==> src/rtl/fc_wgt_packer.sv <==
// FC weight packer: reads byte-wide weights from SRAM, packs LANES of them per word and
// hands packed words to the FC engine through a small show-ahead FIFO.
module fc_wgt_packer #(
   parameter int WEIGHT_WIDTH = 8,
   parameter int LANES        = 8,
   parameter int IN_FEATURE   = 360,
   parameter int OUT_FEATURE  = 160,
   parameter int FIFO_DEPTH   = 4,
   parameter int ADDR_WIDTH   = 16
) (
   input  logic                          clk2,
   input  logic                          rst_n,
   input  logic                          start,
   output logic                          mem_rd,
   output logic [ADDR_WIDTH-1:0]         mem_addr,
   input  logic [WEIGHT_WIDTH-1:0]       mem_rdata,
   input  logic                          wgt_read,
   output logic [LANES*WEIGHT_WIDTH-1:0] wgt_out,
   output logic                          wgt_valid,
   output logic                          busy,
   output logic                          done,
   output logic                          underflow
);
   localparam int TOTAL = IN_FEATURE * OUT_FEATURE;
   localparam int WORDS = TOTAL / LANES;
   localparam int LW    = (LANES > 1) ? $clog2(LANES) : 1;
   localparam int PW    = (FIFO_DEPTH > 1) ? $clog2(FIFO_DEPTH) : 1;
   localparam int CW    = PW + 1;
   localparam int SW    = CW + 1;
   localparam int WW    = $clog2(WORDS + 1);

   generate
      if (TOTAL % LANES != 0) begin : g_bad_lanes
         $error("IN_FEATURE*OUT_FEATURE must be a multiple of LANES");
      end
      if ((2 ** ADDR_WIDTH) < TOTAL) begin : g_bad_addr
         $error("ADDR_WIDTH too small for IN_FEATURE*OUT_FEATURE");
      end
      if (FIFO_DEPTH < 2 || (FIFO_DEPTH & (FIFO_DEPTH - 1)) != 0) begin : g_bad_depth
         $error("FIFO_DEPTH must be a power of 2 and >= 2");
      end
   endgenerate

   typedef enum logic [1:0] {S_IDLE, S_FETCH, S_DRAIN} state_t;

   state_t                                 state_q, state_d;
   logic [ADDR_WIDTH-1:0]                  addr_q, addr_d;
   logic [LW-1:0]                          lane_q, lane_d;
   logic [WW-1:0]                          popped_q, popped_d;
   logic [CW-1:0]                          count_q;
   logic [PW-1:0]                          wr_ptr_q, rd_ptr_q;
   logic [1:0]                             inasm_q;
   logic                                   rd_pend_q;
   logic [LW-1:0]                          cap_lane_q;
   logic [LANES-1:0][WEIGHT_WIDTH-1:0]     asm_q, push_word;
   logic [LANES*WEIGHT_WIDTH-1:0]          fifo_mem [FIFO_DEPTH];
   logic                                   underflow_q;
   logic                                   credit_ok, issue0, push, pop;

   // Words still being assembled hold a FIFO slot, so a push never finds the FIFO full.
   assign credit_ok = (SW'(count_q) + SW'(inasm_q)) < SW'(FIFO_DEPTH);
   assign mem_rd    = (state_q == S_FETCH) && ((lane_q != '0) || credit_ok);
   assign mem_addr  = mem_rd ? addr_q : '0;
   assign issue0    = mem_rd && (lane_q == '0);
   assign push      = rd_pend_q && (cap_lane_q == LW'(LANES - 1));
   assign wgt_valid = (count_q != '0);
   assign pop       = wgt_read && wgt_valid;
   assign wgt_out   = wgt_valid ? fifo_mem[rd_ptr_q] : '0;
   assign busy      = (state_q != S_IDLE);
   assign underflow = underflow_q;

   always_comb begin
      push_word             = asm_q;
      push_word[cap_lane_q] = mem_rdata;
   end

   always_comb begin
      state_d  = state_q;
      addr_d   = addr_q;
      lane_d   = lane_q;
      popped_d = popped_q;
      done     = 1'b0;
      case (state_q)
         S_IDLE:  if (start) state_d = S_FETCH;
         S_FETCH: if (mem_rd) begin
            if (addr_q == ADDR_WIDTH'(TOTAL - 1)) begin
               addr_d  = '0;
               state_d = S_DRAIN;
            end else begin
               addr_d = addr_q + 1'b1;
            end
            lane_d = (lane_q == LW'(LANES - 1)) ? '0 : lane_q + 1'b1;
         end
         S_DRAIN: ;
         default: state_d = S_IDLE;
      endcase
      // The final pop can only happen after the last read, i.e. in DRAIN.
      if (pop) begin
         if (popped_q == WW'(WORDS - 1)) begin
            popped_d = '0;
            done     = 1'b1;
            state_d  = S_IDLE;
         end else begin
            popped_d = popped_q + 1'b1;
         end
      end
   end

   always_ff @(posedge clk2 or negedge rst_n) begin
      if (!rst_n) begin
         state_q     <= S_IDLE;
         addr_q      <= '0;
         lane_q      <= '0;
         popped_q    <= '0;
         count_q     <= '0;
         wr_ptr_q    <= '0;
         rd_ptr_q    <= '0;
         inasm_q     <= '0;
         rd_pend_q   <= 1'b0;
         cap_lane_q  <= '0;
         asm_q       <= '0;
         underflow_q <= 1'b0;
      end else begin
         state_q    <= state_d;
         addr_q     <= addr_d;
         lane_q     <= lane_d;
         popped_q   <= popped_d;
         rd_pend_q  <= mem_rd;
         cap_lane_q <= lane_q;
         if (rd_pend_q) asm_q[cap_lane_q] <= mem_rdata;
         case ({issue0, push})
            2'b10:   inasm_q <= inasm_q + 1'b1;
            2'b01:   inasm_q <= inasm_q - 1'b1;
            default: inasm_q <= inasm_q;
         endcase
         case ({push, pop})
            2'b10:   count_q <= count_q + 1'b1;
            2'b01:   count_q <= count_q - 1'b1;
            default: count_q <= count_q;
         endcase
         if (push) wr_ptr_q <= wr_ptr_q + 1'b1;
         if (pop)  rd_ptr_q <= rd_ptr_q + 1'b1;
         if (wgt_read && !wgt_valid) underflow_q <= 1'b1;
      end
   end

   always_ff @(posedge clk2) begin
      if (push) fifo_mem[wr_ptr_q] <= push_word;
   end

   a_no_push_full: assert property (@(posedge clk2) disable iff (!rst_n)
      !(push && (count_q == CW'(FIFO_DEPTH))));

endmodule
==> config.mk <==
export PLATFORM = sky130hd
export DESIGN_NAME = fc_wgt_packer
export DESIGN_NICKNAME = d
export VERILOG_FILES = /design/src/rtl/fc_wgt_packer.sv
export SDC_FILE = /design/constraint.sdc
export NUM_CORES = 1
export LEC_CHECK = 0
export CAP_MARGIN = 20
export CORE_UTILIZATION = 49
export DETAILED_ROUTE_END_ITERATION = 8
export HOLD_SLACK_MARGIN = 0.12
export PLACE_DENSITY = 0.79
export SYNTH_ARGS = -nofsm -noshare
export SYNTH_HDL_FRONTEND = slang
export SYNTH_SLANG_ARGS = --single-unit
==> constraint.sdc <==
create_clock -name clk2 -period 8.04 [get_ports clk2]
set_input_delay 1.206 -clock clk2 [delete_from_list [all_inputs] [get_ports clk2]]
set_output_delay 1.206 -clock clk2 [all_outputs]
set_load 0.005 [all_outputs]
==> results of run 1 <==
## worst max path at each step
| stage | startpoint | to | slack [ns] |
|---|---|---|---|
| after CTS | rd_ptr_q[0] | wgt_out[49] | 3.38 |
| after detailed placement | rd_ptr_q[0] | wgt_out[0] | 3.95 |
| after floorplan | count_q[1] | mem_addr[11] | 5.30 |
| after global routing | rd_ptr_q[0] | wgt_out[33] | 3.24 |
| final | rd_ptr_q[0] | wgt_out[39] | 3.48 |
| after global placement | rd_ptr_q[0] | wgt_out[41] | 3.96 |
## final cells by class
type / instances / area, µm²
clock buffer: 52 / 1040
clock inverter: 18 / 146
fill: 2306 / 12800
inverter: 17 / 63.8
multi-input combinational: 574 / 4680
sequential: 368 / 10500
tap: 396 / 495
timing repair buffer: 107 / 1060
## flip-flops by register name (all words and copies together), names as in the netlist
name	cells
addr_q	16
asm_q	64
cap_lane_q	3
count_q	3
fifo_mem	256
inasm_q	2
lane_q	3
popped_q	13
rd_pend_q	1
rd_ptr_q	2
state_q	2
underflow	1
wr_ptr_q	2
## metal layers
| layer | up-vias | GRT usage (%) | wire, µm |
|---|---|---|---|
| li1 | 3879 | - | - |
| met1 | 4274 | 26.0 | 13200 |
| met2 | 248 | 33.6 | 15500 |
| met3 | 52 | 3.61 | 1640 |
| met4 | 0 | 5.79 | 685 |
| met5 | - | 0 | 0 |
## cells in the final DEF, fill, tap and decap left out, types with 3 or more instances in the layout
master	netlist	routed
a21oi_1	4	4
and2_1	84	80
and2_2	0	4
and3_1	7	7
and4_1	6	6
buf_4	1	11
clkbuf_1	17	11
clkbuf_16	0	39
clkdlybuf4s50_1	0	95
clkinv_1	0	10
clkinv_2	0	4
dfrtp_1	112	109
edfxtp_1	256	256
ha_1	12	12
inv_1	15	15
mux2_2	65	65
mux4_2	64	64
nand2_1	50	50
nand2b_1	4	4
nand3_1	10	10
nand3b_2	3	3
nand4_1	13	13
nor2_1	179	179
nor3b_4	3	3
o21ai_0	6	6
o21ai_2	3	3
xnor2_1	17	17
xor2_1	7	7
## per-stage QoR
stage | utilization [%] | cells
after floorplan | - | 1005
after global placement | 54.4 | 1461
after detailed placement | 54.5 | 1462
after CTS | 58.3 | 1532
after global routing | 58.3 | 1532
final | 58.3 | 1532
## cells by family (layout without fill, tap and decap cells)
family          after synthesis  count (layout)  synth area share (%)
compound gates               31              31                  1.40
xor+xnor                     24              24                  1.36
fa+ha+maj                    13              13                  1.10
buf+inv                      63             194                  2.22
flops                       368             368                  67.7
mux                         130             130                  14.1
simple gates                376             376                  12.2
## power by group
group          internal (µW)  leakage (µW)  total, µW  switching [µW]
combinational           1280       0.00224       2490            1200
clock                    979      0.000582       1670             694
sequential              2660       0.00359       2920             262
total                   4920       0.00642       7080            2160
==> impl_metrics.yaml, run 1 <==
worst_hold_path:
  min_path_type: "flop to flop"
  holdPathEnd: "cap_lane_q[1]"
  hold_path_startpoint: "lane_q[1]"
  hold_depth: 0
logic_synthesis:
  synth_top_area_share_pct: 49.6
  yosys_register_bits: 368
  synth_cell_types: 55
  synthCells: 1005
  synthTopCellsByCount: "256 x edfxtp_1, 179 x nor2_1, 112 x dfrtp_1, 84 x and2_1, 65 x mux2_2"
  ys_seq_area_share_pct: 67.7
  synthTopCellsByArea: "edfxtp_1 50%, dfrtp_1 18%, mux4_2 9.3%"
  yosys_warnings: 0
  synth_ff_type: "edfxtp_1"
  synth_edf_count: 256
  yosysTopAreaCell: "edfxtp_1"
  syn_avg_cell_area_um2: 15.4
  yosysMostFrequentCell: "edfxtp_1"
  synth_nets: 1030
  synth_area_um2: 15500
  async_reset_ff_share_pct: 30.4
drt:
  routed_via_density: 5.52
  wl_per_cell_um: 20.2
  vias: 8453
  drcViolationCount: 10
  first_iter_violations: 671
  firstDrtPassIters: 7
  wl_mm: 31.0
  ant_nets: 0
pwr:
  p_leak_uw: 0.00642
  peakVddDrop_v: 0.000194
  power_uw: 7080
  p_per_area_nw_per_um2: 394
sta:
  period_share_pct: 56.7
  max_freq_mhz: 219
  relSlewSlack_pct: 33.7
  fin_setup_tns_ns: 0
  finalSetupViolCount: 0
  tightest_slew_ns: 0.995
  final_max_slew_viol_count: 0
  hold_ws_ns: 0.419
  rsz0062_at_grt: "false"
  hold_viol: 0
  skew_ns: 0.0187
  worst_slack_ns: 3.48
  layout_min_cycle_time_ns: 4.56
setup_path:
  max_stage_delay_ns: 0.86
  arrival_ns: 3.35
  critPathCaptureType: "output pin"
  worst_path_dominant_cell_family: "buffers and inverters"
  cp_num_buf_inv: 2
  reg2reg_depth: 5
  reg2reg_slack_ns: 4.15
  critPathLaunchType: "flop"
  crit_type: "flop to output pin"
  required_ns: 6.83
  crit_path_cell_trace: "buf_4 > mux4_2 > and2_1 > clkdlybuf4s50_1"
  slowest_stage: "buf_4"
  r2r_start: "rd_pend_q"
  r2r_end: "fifo_mem[0][9]"
  cp_num_cells: 4
  critPathMaxFanout: 46
global_route:
  grt_pass1_vias: 8945
  track_usage_pct: 19.8
  antenna_found_initial: 0
  grt_pass1_wl_mm: 49.7
  grt.overflow.total: 0
  grt_max_degree: 71
final_layout:
  drive_gt1_share_pct: 19.2
  stdcell_area_um2: 18000
  nets: 1131
  syn_to_final_growth_pct: 16.0
  num_antenna_cells: 0
place:
  pre_cts_slack_ns: 3.95
  dp_hpwl_mm: 17.9
  gp_congestion: 0.817
  dpl-instance-area_um2: 16800
  io_buffer_count: 96
die:
  dieArea_um2: 32400
  die_h_um: 180
  initial_core_util_pct: 50.3
  die_w_um: 180
  ioPinCount: 97
  core_um2: 30800
  fp-row-count: 64
clock_network:
  clkTransAtPathRegs_ns: 0.06
  cts_tree: "yes"
  cts_max_path_buffers: 3
  cts_root_buffer: "clkbuf_16"
  postCtsResizedCells: 0
  insertion_delay_ns: 0.52
  clkSinkCount: 368
  htree_levels: 2
  post_cts_buffers: 0
  postCtsHoldBufs: 0
  cts_made_buffers: 38
run_status:
  failed_checks: "design-rule violations"
  outcome: "finished, violations left"
run:
  drv_cap: 0
No activity file was read; power rests on OpenSTA's default activity.
==> run 2: changes to the inputs <==
--- a/config.mk
+++ b/config.mk
@@ -9,7 +9,7 @@
 export CORE_UTILIZATION = 49
 export DETAILED_ROUTE_END_ITERATION = 8
 export HOLD_SLACK_MARGIN = 0.12
-export PLACE_DENSITY = 0.79
+export PLACE_DENSITY = 0.82
 export SYNTH_ARGS = -nofsm -noshare
 export SYNTH_HDL_FRONTEND = slang
 export SYNTH_SLANG_ARGS = --single-unit
==> constraint.sdc (replaced) <==
create_clock -name clk2 -period 3.78 [get_ports clk2]
set_input_delay 0.567 -clock clk2 [delete_from_list [all_inputs] [get_ports clk2]]
set_output_delay 0.567 -clock clk2 [all_outputs]
set_load 0.005 [all_outputs]
==> impl_metrics.yaml, run 2 (synthesis gave the netlist of run 1 again) <==
global_route:
  grt_pass1_wl_mm: 49.9
  antenna_found_initial: 1
  grt_busiest_layer: "met2"
  grt_pass1_vias: 8987
  grtUsageMet3_pct: 3.34
  grt.overflow.total: 0
  grt_max_degree: 58
  track_usage_pct: 19.6
  grt_util_met2_pct: 33.1
  grt_util_met1_pct: 26.6
sta:
  relSlewSlack_pct: 34.1
  fin_setup_tns_ns: 0
  skew_ns: 0.0120
  tightest_slew_ns: 0.989
  layout_min_cycle_time_ns: 3.52
  finalSetupViolCount: 0
  max_freq_mhz: 284
  hold_viol: 0
  rsz0062_at_grt: "false"
  final_max_slew_viol_count: 0
  period_share_pct: 93.1
final_layout:
  seqCellArea_um2: 10500
  registers.top_by_ff_count: "fifo_mem"
  largest_reg_flops: 256
  final_cell_mix: "256 x edfxtp_1, 179 x nor2_1, 109 x dfrtp_1"
  drive_gt1_share_pct: 20.1
  multi_input_area_um2: 4680
  layout_commonest_cell: "edfxtp_1"
  num_antenna_cells: 0
  fin_util_pct: 58.5
  syn_to_final_growth_pct: 16.2
  reg_top3: "fifo_mem (256), asm_q (64), addr_q (16)"
  nFillCells: 2263
  nets: 1136
drt:
  firstDrtPassIters: 7
  wl_mm: 30.7
  first_iter_violations: 654
  vias: 8604
  wl_per_cell_um: 20.0
  ant_nets: 0
  routed_via_density: 5.61
  drcViolationCount: 9
setup_path:
  crit_type: "flop to output pin"
  r2r_end: "count_q[2]"
  arrival_ns: 2.95
  critPathMaxFanout: 31
  required_ns: 3.21
  reg2reg_depth: 9
  critPathLaunchType: "flop"
  reg2reg_slack_ns: 1.01
  critPathCaptureType: "output pin"
  worst_setup_path_startpoint: "count_q[1]"
  r2r_start: "count_q[0]"
pwr:
  pwr-share-comb_pct: 36.1
  internal-power_uw: 10400
  p_seq_share_pct: 41.0
  p_sw_uw: 4660
  pwr-share-clk_pct: 22.9
  peakVddDrop_v: 0.000440
  p_per_area_nw_per_um2: 835
  p_leak_uw: 0.00642
  netSwitchingFraction_pct: 31.0
die:
  initial_core_util_pct: 50.3
  fp-row-count: 64
  die_w_um: 180
  core_um2: 30800
  die_h_um: 180
  ioPinCount: 97
  dieArea_um2: 32400
run_status:
  failed_checks: "design-rule violations"
  outcome: "finished, violations left"
clock_network:
  cts_root_buffer: "clkbuf_16"
  postCtsHoldBufs: 0
  cts_made_buffers: 37
  clkSinkCount: 368
  htree_levels: 2
  postCtsResizedCells: 0
  post_cts_buffers: 0
  cts_max_path_buffers: 3
  cts_tree: "yes"
  clkTransAtPathRegs_ns: 0.06
  insertion_delay_ns: 0.51
place:
  io_buffer_count: 96
  dp_hpwl_mm: 18.1
  gp_congestion: 0.824
worst_hold_path:
  min_path_type: "input port to asynchronous set/reset pin"
run:
  drv_cap: 0
==> run 2: routing by layer <==
layer	routed length, µm	part of all wire, %
met3	1800	5.9
met5	0	0
met1	13100	43
met2	15300	50
met4	527	1.7
==> run 2: worst max-delay path, cell delays in order, from the launching register on <==
cell and delay (ns):
dfrtp_1 0.40, ha_1 0.30, a311oi_2 0.12, o21ai_2 0.54, inv_2 0.36, and2_1 0.27, clkdlybuf4s50_1 0.45
==> run 2: power by group through the flow <==
stage | clock network (µW) | logic (µW) | registers [µW]
floorplan | 0 | 3590 | 6000
global placement | 0 | 5270 | 6170
detailed placement | 0 | 5460 | 6230
CTS | 3510 | 5490 | 6160
global route | 3660 | 5960 | 6250
finish | 3450 | 5430 | 6160
==> run 2: metrics by stage <==
stage                     cells  setup slack, ns  hold slack [ns]  area (µm²)  power [µW]
after floorplan            1005             1.12            0.271       15500        9580
after global placement     1468            0.889            0.391       16900       11400
after detailed placement   1468            0.807            0.407       16900       11700
after CTS                  1535            0.254            0.121       18000       15200
after global routing       1535           0.0342            0.153       18000       15900
final                      1535            0.260            0.110       18000       15000
==> run 2: cell type report <==
class | instances | area share, %
Sequential cell | 368 | 58.2
Timing Repair Buffer | 113 | 6.37
Inverter | 17 | 0.354
Multi-Input combinational cell | 574 | 25.9
Clock inverter | 17 | 0.708
Tap cell | 396 | 2.75
Clock buffer | 50 | 5.63
==> run 2: worst max path at each step <==
stage / end / slack [ns] / cells past startpoint
floorplan: fifo_mem[0][0] / 1.12 / 4
global placement: mem_addr[10] / 0.89 / 6
detailed placement: mem_addr[9] / 0.81 / 6
CTS: mem_addr[9] / 0.25 / 6
global route: mem_addr[11] / 0.03 / 6
finish: mem_addr[11] / 0.26 / 6
==> run 3: changes to the inputs <==
--- a/config.mk
+++ b/config.mk
@@ -7,7 +7,9 @@
 export LEC_CHECK = 0
 export CAP_MARGIN = 20
 export CORE_UTILIZATION = 49
+export CTS_CLUSTER_SIZE = 30
 export DETAILED_ROUTE_END_ITERATION = 8
+export GPL_ROUTABILITY_DRIVEN = 0
 export HOLD_SLACK_MARGIN = 0.12
 export PLACE_DENSITY = 0.82
 export SYNTH_ARGS = -nofsm -noshare
==> results of run 3 <==
Final layout, timing and power as in run 2 (identical DEF).
==> patch (settings of run 2) <==
Re-encode `state_t` (3 states) as one-hot, 3 bits wide.
--- a/src/rtl/fc_wgt_packer.sv
+++ b/src/rtl/fc_wgt_packer.sv
@@ -41,7 +41,7 @@
       end
    endgenerate
 
-   typedef enum logic [1:0] {S_IDLE, S_FETCH, S_DRAIN} state_t;
+   typedef enum logic [2:0] {S_IDLE = 3'b001, S_FETCH = 3'b010, S_DRAIN = 3'b100} state_t;
 
    state_t                                 state_q, state_d;
    logic [ADDR_WIDTH-1:0]                  addr_q, addr_d;
Check against the original RTL: no difference found for any inputs over 10 cycles, from zero or initial values and one cycle with rst_n low; not proved beyond that.
==> patch against run 2 <==
- area after synthesis is 0.10% higher
- setup slack better by 180 ps
- total power is 9.4% lower
- critical path depth is 2 lower
- clock skew is 3.9 ps higher
- routed wire length is 3.8% higher
- final area is 0.74% higher
- global-route usage is 0.62 points higher
- sequential cell count is 1 higher
==> patch: results (changes against run 2) <==
yosys.area_share.adder_pct: 1.10  # about the same
synth-seq-area-share_pct: 67.8  # was 67.7%
run_status: "finished, final reports clean"  # was finished, violations left
dp_hpwl_mm: 18.1  # about the same
slew_headroom_pct: 45.8  # was 34.1%
slowest_stage: "dfrtp_4"  # was o21ai_2
syn_nets: 1036  # was 1,030
wl_per_cell_um: 20.6  # was 20.0 um
antenna_found_initial: 0  # was 1
drt-initial-drc-count: 786  # was 654
synth_area_leaders: "edfxtp_1 50%, dfrtp_1 18%, mux4_2 9.3%"  # unchanged
wl_met2_mm: 15.7  # was 15.3 mm
cts_made_buffers: 38  # was 37
dr_wl_met3_mm: 2.02  # was 1.80 mm
placed_area_mm2: 0.0170  # was 0.0169 mm2
cts-hold-fix-buffers: 1  # was 0
grt_pass1_vias: 9149  # was 8,987
routed_wl_mm: 31.8  # was 30.7 mm
syn_area_per_cell_um2: 15.4  # about the same
total_leakage_power_uw: 0.00634  # was 0.00642 uW
fill_cells: 2249  # was 2,263
synth_compound_area_share_pct: 1.39  # was 1.40%
peakVddDrop_mv: 0.344  # was 0.440 mV
vias_per_cell: 5.67  # was 5.61
crit_start: "rd_ptr_q[0]"  # was count_q[1]
m1WireLength_mm: 13.2  # was 13.1 mm
final_util_pct: 58.7  # was 58.5%
dpl.cell_count: 1475  # was 1,468
synthXorXnorAreaFrac_pct: 1.47  # was 1.36%
met3_usage_pct: 3.28  # was 3.34%
patch: report_power, final:
group          switching (uW)  total [uW]  internal, uW  leakage (uW)
Sequential                443        5670          5220       0.00360
Combinational            2060        4430          2370       0.00217
Clock                    1500        3530          2030      0.000571
patch: final timing paths:
| check | to | slack [ps] | depth (start not counted) |
|---|---|---|---|
| min in group asynchronous | popped_q[7] | 600 | 2 |
| max in group asynchronous | asm_q[47] | 2340 | 3 |
| setup / recovery | wgt_out[59] | 440 | 4 |
| hold reg to reg | cap_lane_q[1] | 420 | 0 |
| setup reg to reg | fifo_mem[2][47] | 1120 | 5 |
| hold / removal | cap_lane_q[1] | 420 | 0 |
patch: area by class of cell:
cell class | count | area share, %
well taps | 396 | 2.73
clock inverters | 14 | 0.675
inverters | 14 | 0.303
repair buffers | 113 | 6.48
clock buffers | 56 | 5.84
flip-flops and latches | 369 | 58.0
multi-input cells | 584 | 26.0
